## src/rtl/clock_pkg.sv

```systemverilog
// Shared BCD limits and helpers for the time-of-day counter.
// Used by bcd_mod_counter and time_of_day_counter.
package clock_pkg;

    localparam logic [7:0] SEC_MAX  = 8'h59;
    localparam logic [7:0] HOUR_MAX = 8'h23;
    localparam logic [7:0] BCD_ZERO = 8'h00;

    // Valid two-digit BCD: both nibbles are digits and the value does not exceed max.
    // With both nibbles <= 9 a plain binary compare orders BCD values correctly.
    function automatic logic bcd_valid(input logic [7:0] value, input logic [7:0] max);
        return (value[3:0] <= 4'd9) && (value[7:4] <= 4'd9) && (value <= max);
    endfunction

    function automatic logic [7:0] bcd_inc(input logic [7:0] value);
        logic [7:0] result;
        if (value[3:0] == 4'd9) begin
            result = {value[7:4] + 4'd1, 4'd0};
        end else begin
            result = {value[7:4], value[3:0] + 4'd1};
        end
        return result;
    endfunction

endpackage

```

## src/rtl/bcd_mod_counter.sv

```systemverilog
// Two-digit BCD counter wrapping at MAX, with synchronous load.
// carry_o is combinational so a chain of these rolls over in a single cycle.
module bcd_mod_counter
    import clock_pkg::*;
#(
    parameter logic [7:0] MAX = SEC_MAX
) (
    input  logic       clk,
    input  logic       rst_n,
    input  logic       inc_i,
    input  logic       load_i,
    input  logic [7:0] load_val_i,
    output logic [7:0] value_o,
    output logic       carry_o
);

    logic [7:0] value_q, value_d;

    always_comb begin
        value_d = value_q;
        if (load_i) begin
            value_d = load_val_i;
        end else if (inc_i) begin
            value_d = (value_q == MAX) ? BCD_ZERO : bcd_inc(value_q);
        end
    end

    always_ff @(posedge clk or negedge rst_n) begin
        if (!rst_n) begin
            value_q <= BCD_ZERO;
        end else begin
            value_q <= value_d;
        end
    end

    assign value_o = value_q;
    assign carry_o = inc_i && (value_q == MAX);

endmodule

```

## src/rtl/time_of_day_counter.sv

```systemverilog
// 24-hour BCD time-of-day counter driven by a one-second tick, with validated load.
// Define ALARM_EN to add the hour:minute alarm registers and alarm_hit output.
module time_of_day_counter
    import clock_pkg::*;
(
    input  logic       clk,
    input  logic       rst_n,
    input  logic       clk_1s_i,
    input  logic       hold_i,
    input  logic       set_en_i,
    input  logic [7:0] set_hour_i,
    input  logic [7:0] set_min_i,
    input  logic [7:0] set_sec_i,
`ifdef ALARM_EN
    input  logic       alarm_set_i,
    input  logic [7:0] alarm_hour_i,
    input  logic [7:0] alarm_min_i,
    input  logic       alarm_on_i,
    output logic       alarm_hit_o,
`endif
    output logic [7:0] sec_bcd_o,
    output logic [7:0] min_bcd_o,
    output logic [7:0] hour_bcd_o,
    output logic       day_tick_o,
    output logic       set_err_o
);

    logic tick;
    logic set_ok;
    logic load;
    logic sec_carry, min_carry, hour_carry;
    logic set_err_d;
    logic day_tick_q, set_err_q;

    // A load in the same cycle, valid or not, swallows the tick.
    assign tick   = clk_1s_i && !hold_i && !set_en_i;
    assign set_ok = bcd_valid(set_sec_i, SEC_MAX) && bcd_valid(set_min_i, SEC_MAX) &&
                    bcd_valid(set_hour_i, HOUR_MAX);
    assign load   = set_en_i && set_ok;

    bcd_mod_counter #(
        .MAX(SEC_MAX)
    ) u_sec (
        .clk       (clk),
        .rst_n     (rst_n),
        .inc_i     (tick),
        .load_i    (load),
        .load_val_i(set_sec_i),
        .value_o   (sec_bcd_o),
        .carry_o   (sec_carry)
    );

    bcd_mod_counter #(
        .MAX(SEC_MAX)
    ) u_min (
        .clk       (clk),
        .rst_n     (rst_n),
        .inc_i     (sec_carry),
        .load_i    (load),
        .load_val_i(set_min_i),
        .value_o   (min_bcd_o),
        .carry_o   (min_carry)
    );

    bcd_mod_counter #(
        .MAX(HOUR_MAX)
    ) u_hour (
        .clk       (clk),
        .rst_n     (rst_n),
        .inc_i     (min_carry),
        .load_i    (load),
        .load_val_i(set_hour_i),
        .value_o   (hour_bcd_o),
        .carry_o   (hour_carry)
    );

`ifdef ALARM_EN
    logic       alarm_ok;
    logic [7:0] alarm_hour_q, alarm_min_q;
    logic [7:0] min_next, hour_next;
    logic       alarm_hit_d, alarm_hit_q;

    assign alarm_ok = bcd_valid(alarm_hour_i, HOUR_MAX) && bcd_valid(alarm_min_i, SEC_MAX);

    // Only a tick that rolls seconds to 00 can land on hh:mm:00.
    always_comb begin
        min_next    = min_carry ? BCD_ZERO : bcd_inc(min_bcd_o);
        hour_next   = hour_carry ? BCD_ZERO : (min_carry ? bcd_inc(hour_bcd_o) : hour_bcd_o);
        alarm_hit_d = alarm_on_i && sec_carry &&
                      (min_next == alarm_min_q) && (hour_next == alarm_hour_q);
        set_err_d   = (set_en_i && !set_ok) || (alarm_set_i && !alarm_ok);
    end

    always_ff @(posedge clk or negedge rst_n) begin
        if (!rst_n) begin
            alarm_hour_q <= BCD_ZERO;
            alarm_min_q  <= BCD_ZERO;
            alarm_hit_q  <= 1'b0;
        end else begin
            if (alarm_set_i && alarm_ok) begin
                alarm_hour_q <= alarm_hour_i;
                alarm_min_q  <= alarm_min_i;
            end
            alarm_hit_q <= alarm_hit_d;
        end
    end

    assign alarm_hit_o = alarm_hit_q;
`else
    always_comb begin
        set_err_d = set_en_i && !set_ok;
    end
`endif

    always_ff @(posedge clk or negedge rst_n) begin
        if (!rst_n) begin
            day_tick_q <= 1'b0;
            set_err_q  <= 1'b0;
        end else begin
            day_tick_q <= hour_carry;
            set_err_q  <= set_err_d;
        end
    end

    assign day_tick_o = day_tick_q;
    assign set_err_o  = set_err_q;

endmodule
```

## config.mk

```make
export PLATFORM = sky130hd
export DESIGN_NAME = time_of_day_counter
export DESIGN_NICKNAME = d
export VERILOG_FILES = /design/src/rtl/clock_pkg.sv /design/src/rtl/bcd_mod_counter.sv /design/src/rtl/time_of_day_counter.sv
export SDC_FILE = /design/constraint.sdc
export NUM_CORES = 1
export LEC_CHECK = 0
export ABC_CLOCK_PERIOD_IN_PS = 5700
export CORE_MARGIN = 1
export CORE_UTILIZATION = 49
export CTS_CLUSTER_DIAMETER = 30
export CTS_CLUSTER_SIZE = 30
export DETAILED_ROUTE_END_ITERATION = 16
export GPL_TIMING_DRIVEN = 0
export PLACE_DENSITY_LB_ADDON = 0.05
export SYNTH_ARGS = -nofsm -noshare
export SYNTH_HDL_FRONTEND = slang
export SYNTH_SLANG_ARGS = --single-unit
```

## constraint.sdc

```tcl
create_clock -name clk -period 5.7 [get_ports clk]
set_clock_uncertainty 0.15 [all_clocks]
set_input_delay 0.57 -clock clk [delete_from_list [all_inputs] [get_ports clk]]
set_output_delay 0.57 -clock clk [all_outputs]
set_load 0.05 [all_outputs]
```

==> impl_metrics.tcl, run 1 <==
set metrics [dict create \
    numClockSinks 26 \
    slew_headroom 0.2064 \
    final.setup.tns_ns 0 \
    io_buffers 54 \
    powerDensity_nw_per_um2 250.5 \
    drt_iter0_drc 81 \
    r2r_start "u_min.value_o[1]$_DFFE_PN0P_" \
    netSwitchingPower_mw 0.2363 \
    final_area_sq_um 2300 \
    swShare 0.4101 \
    r2r_setup_slack_ns 3.26 \
    netlist_top_cells_count "26 x dfrtp_1, 19 x o21ai_0, 18 x nand2_1" \
    die-area_sq_um 3641 \
    io_pins 55 \
    routedWlPerCell_um 15.72 \
    power_frac_clock 0.170 \
    setup_ws_ns 2.999 \
    tightestPinTransition_ns 1.187 \
    synth_cell_types 39 \
    fin_nets 281 \
    area_growth_pct 37.88 \
    drive_gt1_frac 0.06224 \
    hold_start "u_hour.value_o[4]$_DFFE_PN0P_" \
    synth_ff_type "dfrtp_1" \
    fmax_mhz 370.2 \
    fin_crit_sh 0.4739 \
    placed_cell_area_sq_um 2263 \
    internal_power_mw 0.3398 \
    yosysTopAreaCell "dfrtp_1" \
    met1Wirelength_um 2034 \
    dr.pass1.iters 4 \
    die_h_um 60.34 \
    hpwl_um 3408 \
    min_to "u_hour.value_o[4]$_DFFE_PN0P_" \
    p_leak_nw 0.9333 \
    pwr-share-comb 0.402 \
    startpoint_type "input pin" \
    cts_tree "done" \
    maxCapViolCount 0 \
    outcome "finished clean" \
    root_buffer "clkbuf_4" \
    crit_type "in -> reg" \
    routabilityCongestion 0.8150 \
    postCtsSetupRepairBufs 0 \
    syn-num-nets 222 \
    drc 0 \
    grt_max_degree 27 \
    async_flop_share 1.000 \
    vias_per_cell 5.775 \
    hold_path.class "reg -> reg" \
    multi_input_area_sq_um 968.4 \
    cts-hold-fix-buffers 0 \
    fillers 256 \
    row_count 20 \
    routed.top_layer "met4" \
    overflow 0 \
    hold_viol 0 \
    end_kind "flop" \
    first_global_vias 1591 \
    cp_max_fo 5 \
    dr_total_vias 1646 \
    p_seq_frac 0.428 \
    cpMaxStageDelayCell "nor4_1" \
    synthTopCellsByArea "dfrtp_1 39%, ha_1 7.5%, o21ai_0 5.7%" \
    setup_viol 0 \
    htree_levels 1 \
    holdPathStages 2 \
    start_util 0.5290 \
    ant_nets 0 \
    grt_usage 0.2752 \
    met3_wirelength_um 205 \
    cts_max_path_buffers 2 \
    synth_top_cell_area_share 0.3901 \
    insertion_delay_ns 0.34 \
    timing.rr.end "u_min.value_o[6]$_DFFE_PN0P_" \
    crit_path_max_incr_delay_ns 0.69 \
    wirelength_um 4481 \
    post-place-ws_ns 2.690 \
    dr_wl_met2_um 2167 \
    slew_violations 0 \
    synth_area_sq_um 1668 \
    clkTransAtPathRegs_ns 0.16 \
    cpMostUsedCell "o21ai_0" \
    n_antenna_cell 0 \
    core_area_sq_um 3153 \
    regArea_sq_um 650.6 \
    seq_area_frac_synth 0.3901 \
    worstPathRequired_ns 5.77 \
    yosysMostFrequentCell "dfrtp_1" \
    antenna_found_initial 0 \
    rsz0062_at_grt "false" \
    ys_warn_count 0 \
    die_x_um 60.34 \
    avgSynthCellArea_sq_um 9.114 \
    irDropWorstVdd_uv 302.1 \
    cts-buffers-inserted 3 \
    cp.arrival_ns 2.77 \
    syn_inst 183 \
    grt_first_pass_wirelength_um 7369 \
    period_minus_slack_ns 2.701 \
    path_cells "clkdlybuf4s50_1, or3b_4, nor4_1, o21ai_0, a21oi_1, o21ai_0" \
    synth_edf_count 0 \
    cts_resized 0 \
    r2r_cells 7 \
    ys_ff_latch 26 \
]
[state kept, by name, indices dropped and copies added, names as in the netlist]
register / cells
day_tick_o: 1
set_err_o: 1
u_hour.value_o: 8
u_min.value_o: 8
u_sec.value_o: 8
[stage by stage]
stage	utilization	hold slack (ns)	power [mW]	cells
finish	0.7294	0.4397	0.5761	285
global route	0.7294	0.4693	0.6080	285
CTS	0.7294	0.4382	0.5792	285
detailed placement	0.7179	0.4184	0.4795	281
global placement	0.7179	0.3935	0.4734	281
floorplan	-	0.1244	0.3849	183
[how the worst max path moves through the flow]
stage / start / depth (start not counted) / slack (ns) / to
final: set_en_i / 6 / 3.00 / u_min.value_o[6]$_DFFE_PN0P_
after global routing: set_en_i / 6 / 2.91 / u_min.value_o[6]$_DFFE_PN0P_
after CTS: set_en_i / 6 / 3.07 / u_min.value_o[6]$_DFFE_PN0P_
after detailed placement: set_en_i / 6 / 2.69 / u_min.value_o[6]$_DFFE_PN0P_
after global placement: set_en_i / 6 / 2.81 / u_min.value_o[6]$_DFFE_PN0P_
after floorplan: u_min.value_o[0]$_DFFE_PN0P_ / 6 / 3.32 / u_hour.value_o[1]$_DFFE_PN0P_
[logic make-up (layout without fill, tap and decap cells)]
family / Yosys count / after routing / synth area share
AOI/OAI and AO/OA: 47 / 47 / 0.1770
xor gates and xnor gates: 2 / 2 / 0.01050
adders and majority gates: 10 / 10 / 0.07502
buffers and inverters: 12 / 70 / 0.02925
DFF: 26 / 26 / 0.3901
muxes: 4 / 4 / 0.02476
and+or+nand+nor: 82 / 82 / 0.2933
[routing by layer]
metal | vias up | track usage
li1 | 803 | -
met1 | 777 | 0.3526
met2 | 56 | 0.4537
met3 | 10 | 0.04904
met4 | 0 | 0.1229
met5 | - | 0
[critical path, delay by kind of cell]
kind            cells  cell delay, ns
simple gates        2            1.17
buf+inv             1            0.53
compound gates      3            0.50
[power groups by stage]
| stage | logic [mW] | registers [mW] | clock network, mW |
|---|---|---|---|
| final | 0.232 | 0.246 | 0.0981 |
| after global routing | 0.247 | 0.252 | 0.109 |
| after CTS | 0.232 | 0.245 | 0.102 |
| after detailed placement | 0.231 | 0.249 | 0 |
| after global placement | 0.227 | 0.246 | 0 |
| after floorplan | 0.0558 | 0.329 | 0 |
[layout make-up]
cell class	count	area share
Multi-Input combinational cell	145	0.4211
Clock buffer	4	0.01578
Inverter	6	0.009793
Tap cell	44	0.02394
Timing Repair Buffer	54	0.2350
Buffer	6	0.01143
Sequential cell	26	0.2829
[cells in the final DEF (no fill, tap or decap), types with 3 or more instances in the layout]
cell,n
clkdlybuf4s50_1,54
dfrtp_1,26
o21ai_0,19
nand2_1,18
nor2_1,14
a21oi_1,11
nand3_1,11
ha_1,10
nor3_1,7
inv_1,6
nor4_1,5
a221o_1,5
nand4_1,4
and3b_1,4
nand3b_1,4
clkbuf_1,3
buf_2,3
mux2i_1,3
clkbuf_4,3
(Power assumes the default switching activity.)
==> inputs of run 2 (changes only) <==
--- a/config.mk
+++ b/config.mk
@@ -5,9 +5,9 @@
 export SDC_FILE = /design/constraint.sdc
 export NUM_CORES = 1
 export LEC_CHECK = 0
-export ABC_CLOCK_PERIOD_IN_PS = 5700
+export ABC_CLOCK_PERIOD_IN_PS = 2400
 export CORE_MARGIN = 1
-export CORE_UTILIZATION = 49
+export CORE_UTILIZATION = 41
 export CTS_CLUSTER_DIAMETER = 30
 export CTS_CLUSTER_SIZE = 30
 export DETAILED_ROUTE_END_ITERATION = 16
==> constraint.sdc (replaced) <==
create_clock -name clk -period 2.4 [get_ports clk]
set_clock_uncertainty 0.15 [all_clocks]
set_input_delay 0.24 -clock clk [delete_from_list [all_inputs] [get_ports clk]]
set_output_delay 0.24 -clock clk [all_outputs]
set_load 0.05 [all_outputs]
==> run 2 against run 1 <==
Sequential share of layout area fell by 0.91 points. Critical path depth increased by 1. Wire length shrank 1.7%. Worst hold slack got worse by 0.090 ns. Setup slack got worse by 2.8 ns. Non-clock buffer count rose by 6. First-iteration DRC count rose by 25%. Register-to-register slack got worse by 3.0 ns. Core utilization fell by 9.9 points. Largest power group unchanged. Highest routed layer unchanged.
==> impl_metrics.tcl, run 2 (synthesis results as in run 1) <==
set metrics [dict create \
    outcome "finished clean" \
    die-area_sq_um 4327 \
    cp_num_buf_inv 2 \
    row_count 22 \
    crit_type "in -> reg" \
    clkTransAtPathRegs_ns 0.10 \
    r2r_cells 7 \
    path_cells "clkdlybuf4s50_1, or3b_4, nor4_4, buf_4, nand2_2, mux2i_1, a221o_1" \
    cp.arrival_ns 2.26 \
    area_growth_pct 42.46 \
    slew_violations 0 \
    root_buffer "clkbuf_8" \
    insertion_delay_ns 0.27 \
    ant_nets 0 \
    end_kind "flop" \
    hold_path.class "in -> async" \
    powerDensity_nw_per_um2 600.2 \
    fillers 313 \
    placed_cells 285 \
    grt_first_pass_wirelength_um 7472 \
    htree_levels 1 \
    crit_path_max_incr_delay_ns 0.53 \
    io_pins 55 \
    startpoint "set_en_i" \
    dr_total_vias 1682 \
    wirelength_um 4404 \
    numClockSinks 26 \
    cts-buffers-inserted 3 \
    crit_cells 7 \
    core_area_sq_um 3771 \
    maxCapViolCount 0 \
    final_core_util 0.6301 \
    overflow 0 \
    worstPathRequired_ns 2.41 \
    period_minus_slack_ns 2.247 \
    p_leak_nw 0.9734 \
    first_global_vias 1623 \
    dr.pass1.iters 5 \
    grt_usage 0.2259 \
    setup_ws_ns 0.1527 \
    final.setup.tns_ns 0 \
    fin_crit_sh 0.9364 \
    r2r_setup_slack_ns 0.25 \
    crit_family "simple AND/OR/NAND/NOR gates" \
    die_x_um 65.78 \
    irDropWorstVdd_uv 421.6 \
    layout_common_cells "53 x clkdlybuf4s50_1, 26 x dfrtp_1, 19 x o21ai_0" \
    startpoint_type "input pin" \
    fmax_mhz 445.0 \
    fin_nets 287 \
    cp_max_fo 5 \
    n_antenna_cell 0 \
    final_common_cell "clkdlybuf4s50_1" \
    cts_tree "done" \
    cts_max_path_buffers 2 \
    setup_viol 0 \
    slew_headroom 0.5860 \
    hold_viol 0 \
    drive_gt1_frac 0.09717 \
    tightestPinTransition_ns 0.6210 \
    grt_max_degree 27 \
    routedWlPerCell_um 14.93 \
    io_buffers 54 \
    drc 0 \
    r2r_start "u_min.value_o[1]$_DFFE_PN0P_" \
    rsz0062_at_grt "false" \
    start_util 0.4423 \
    die_h_um 65.78 \
    fin_hold_ws_ns 0.3500 \
    routabilityCongestion 0.8372 \
    drt_iter0_drc 101 \
    timing.rr.end "u_min.value_o[6]$_DFFE_PN0P_" \
    post-place-ws_ns -0.2823 \
    final_cells 295 \
    antenna_found_initial 0 \
    hpwl_um 3334 \
    setup.worst_path.end "u_hour.value_o[1]$_DFFE_PN0P_" \
    vias_per_cell 5.702 \
    cpMaxStageDelayCell "clkdlybuf4s50_1" \
]
run 2: cell count changes in the layout (fill, tap and decap cells not counted), sizes merged:
cell,change
clkdlybuf4s50,-1
dlygate4sd3,+1
buf,+6
run 2: area by class of cell:
| type | instances | area, sq um | area share |
|---|---|---|---|
| timing repair buffer | 60 | 583.1 | 0.2454 |
| buffer | 6 | 27.53 | 0.01159 |
| sequential | 26 | 650.6 | 0.2738 |
| multi-input combinational | 145 | 977.2 | 0.4113 |
| inverter | 6 | 22.52 | 0.009479 |
| tap | 48 | 60.06 | 0.02528 |
| clock buffer | 4 | 55.05 | 0.02317 |
run 2: power breakdown:
group / total, mW / switching [mW] / leakage [nW] / internal [mW]
registers: 0.582 / 0.0861 / 0.346 / 0.496
logic: 0.551 / 0.333 / 0.599 / 0.218
clock network: 0.292 / 0.146 / 0.0288 / 0.147
total: 1.43 / 0.565 / 0.973 / 0.861
run 2: what timing repair did:
action                     CTS  global route
hold buffers                 0             1
resized for setup            0             4
setup endpoints to repair    0             8
hold endpoints to repair     0            26
setup buffers                0             5
run 2: per-layer routing:
| metal | share of wire | wire, um | track usage | vias to the layer above |
|---|---|---|---|---|
| met5 | 0 | 0 | 0 | - |
| met4 | 0.017 | 75 | 0.08424 | 0 |
| met3 | 0.044 | 192 | 0.03103 | 8 |
| met2 | 0.48 | 2108 | 0.3776 | 56 |
| met1 | 0.46 | 2028 | 0.2938 | 800 |
| li1 | - | - | - | 818 |
run 2: worst min-delay path by stage:
stage | start | endpoint | slack [ns] | cells past startpoint
after global routing | set_min_i[4] | u_min.value_o[4]$_DFFE_PN0P_ | 0.39 | 3
after floorplan | rst_n | day_tick_o$_DFF_PN0_ | -0.21 | 0
after global placement | u_hour.value_o[7]$_DFFE_PN0P_ | u_hour.value_o[7]$_DFFE_PN0P_ | 0.39 | 2
after CTS | set_sec_i[4] | u_sec.value_o[4]$_DFFE_PN0P_ | 0.36 | 3
final | rst_n | u_sec.value_o[7]$_DFFE_PN0P_ | 0.35 | 2
after detailed placement | u_hour.value_o[7]$_DFFE_PN0P_ | u_hour.value_o[7]$_DFFE_PN0P_ | 0.42 | 2
run 2: stage by stage:
step           power (mW)  area (sq um)
3_3_place_gp        1.127          2268
4_1_cts             1.443          2323
6_report            1.426          2376
5_1_grt             1.510          2376
3_5_place_dp        1.143          2268
2_1_floorplan      0.9142          1668
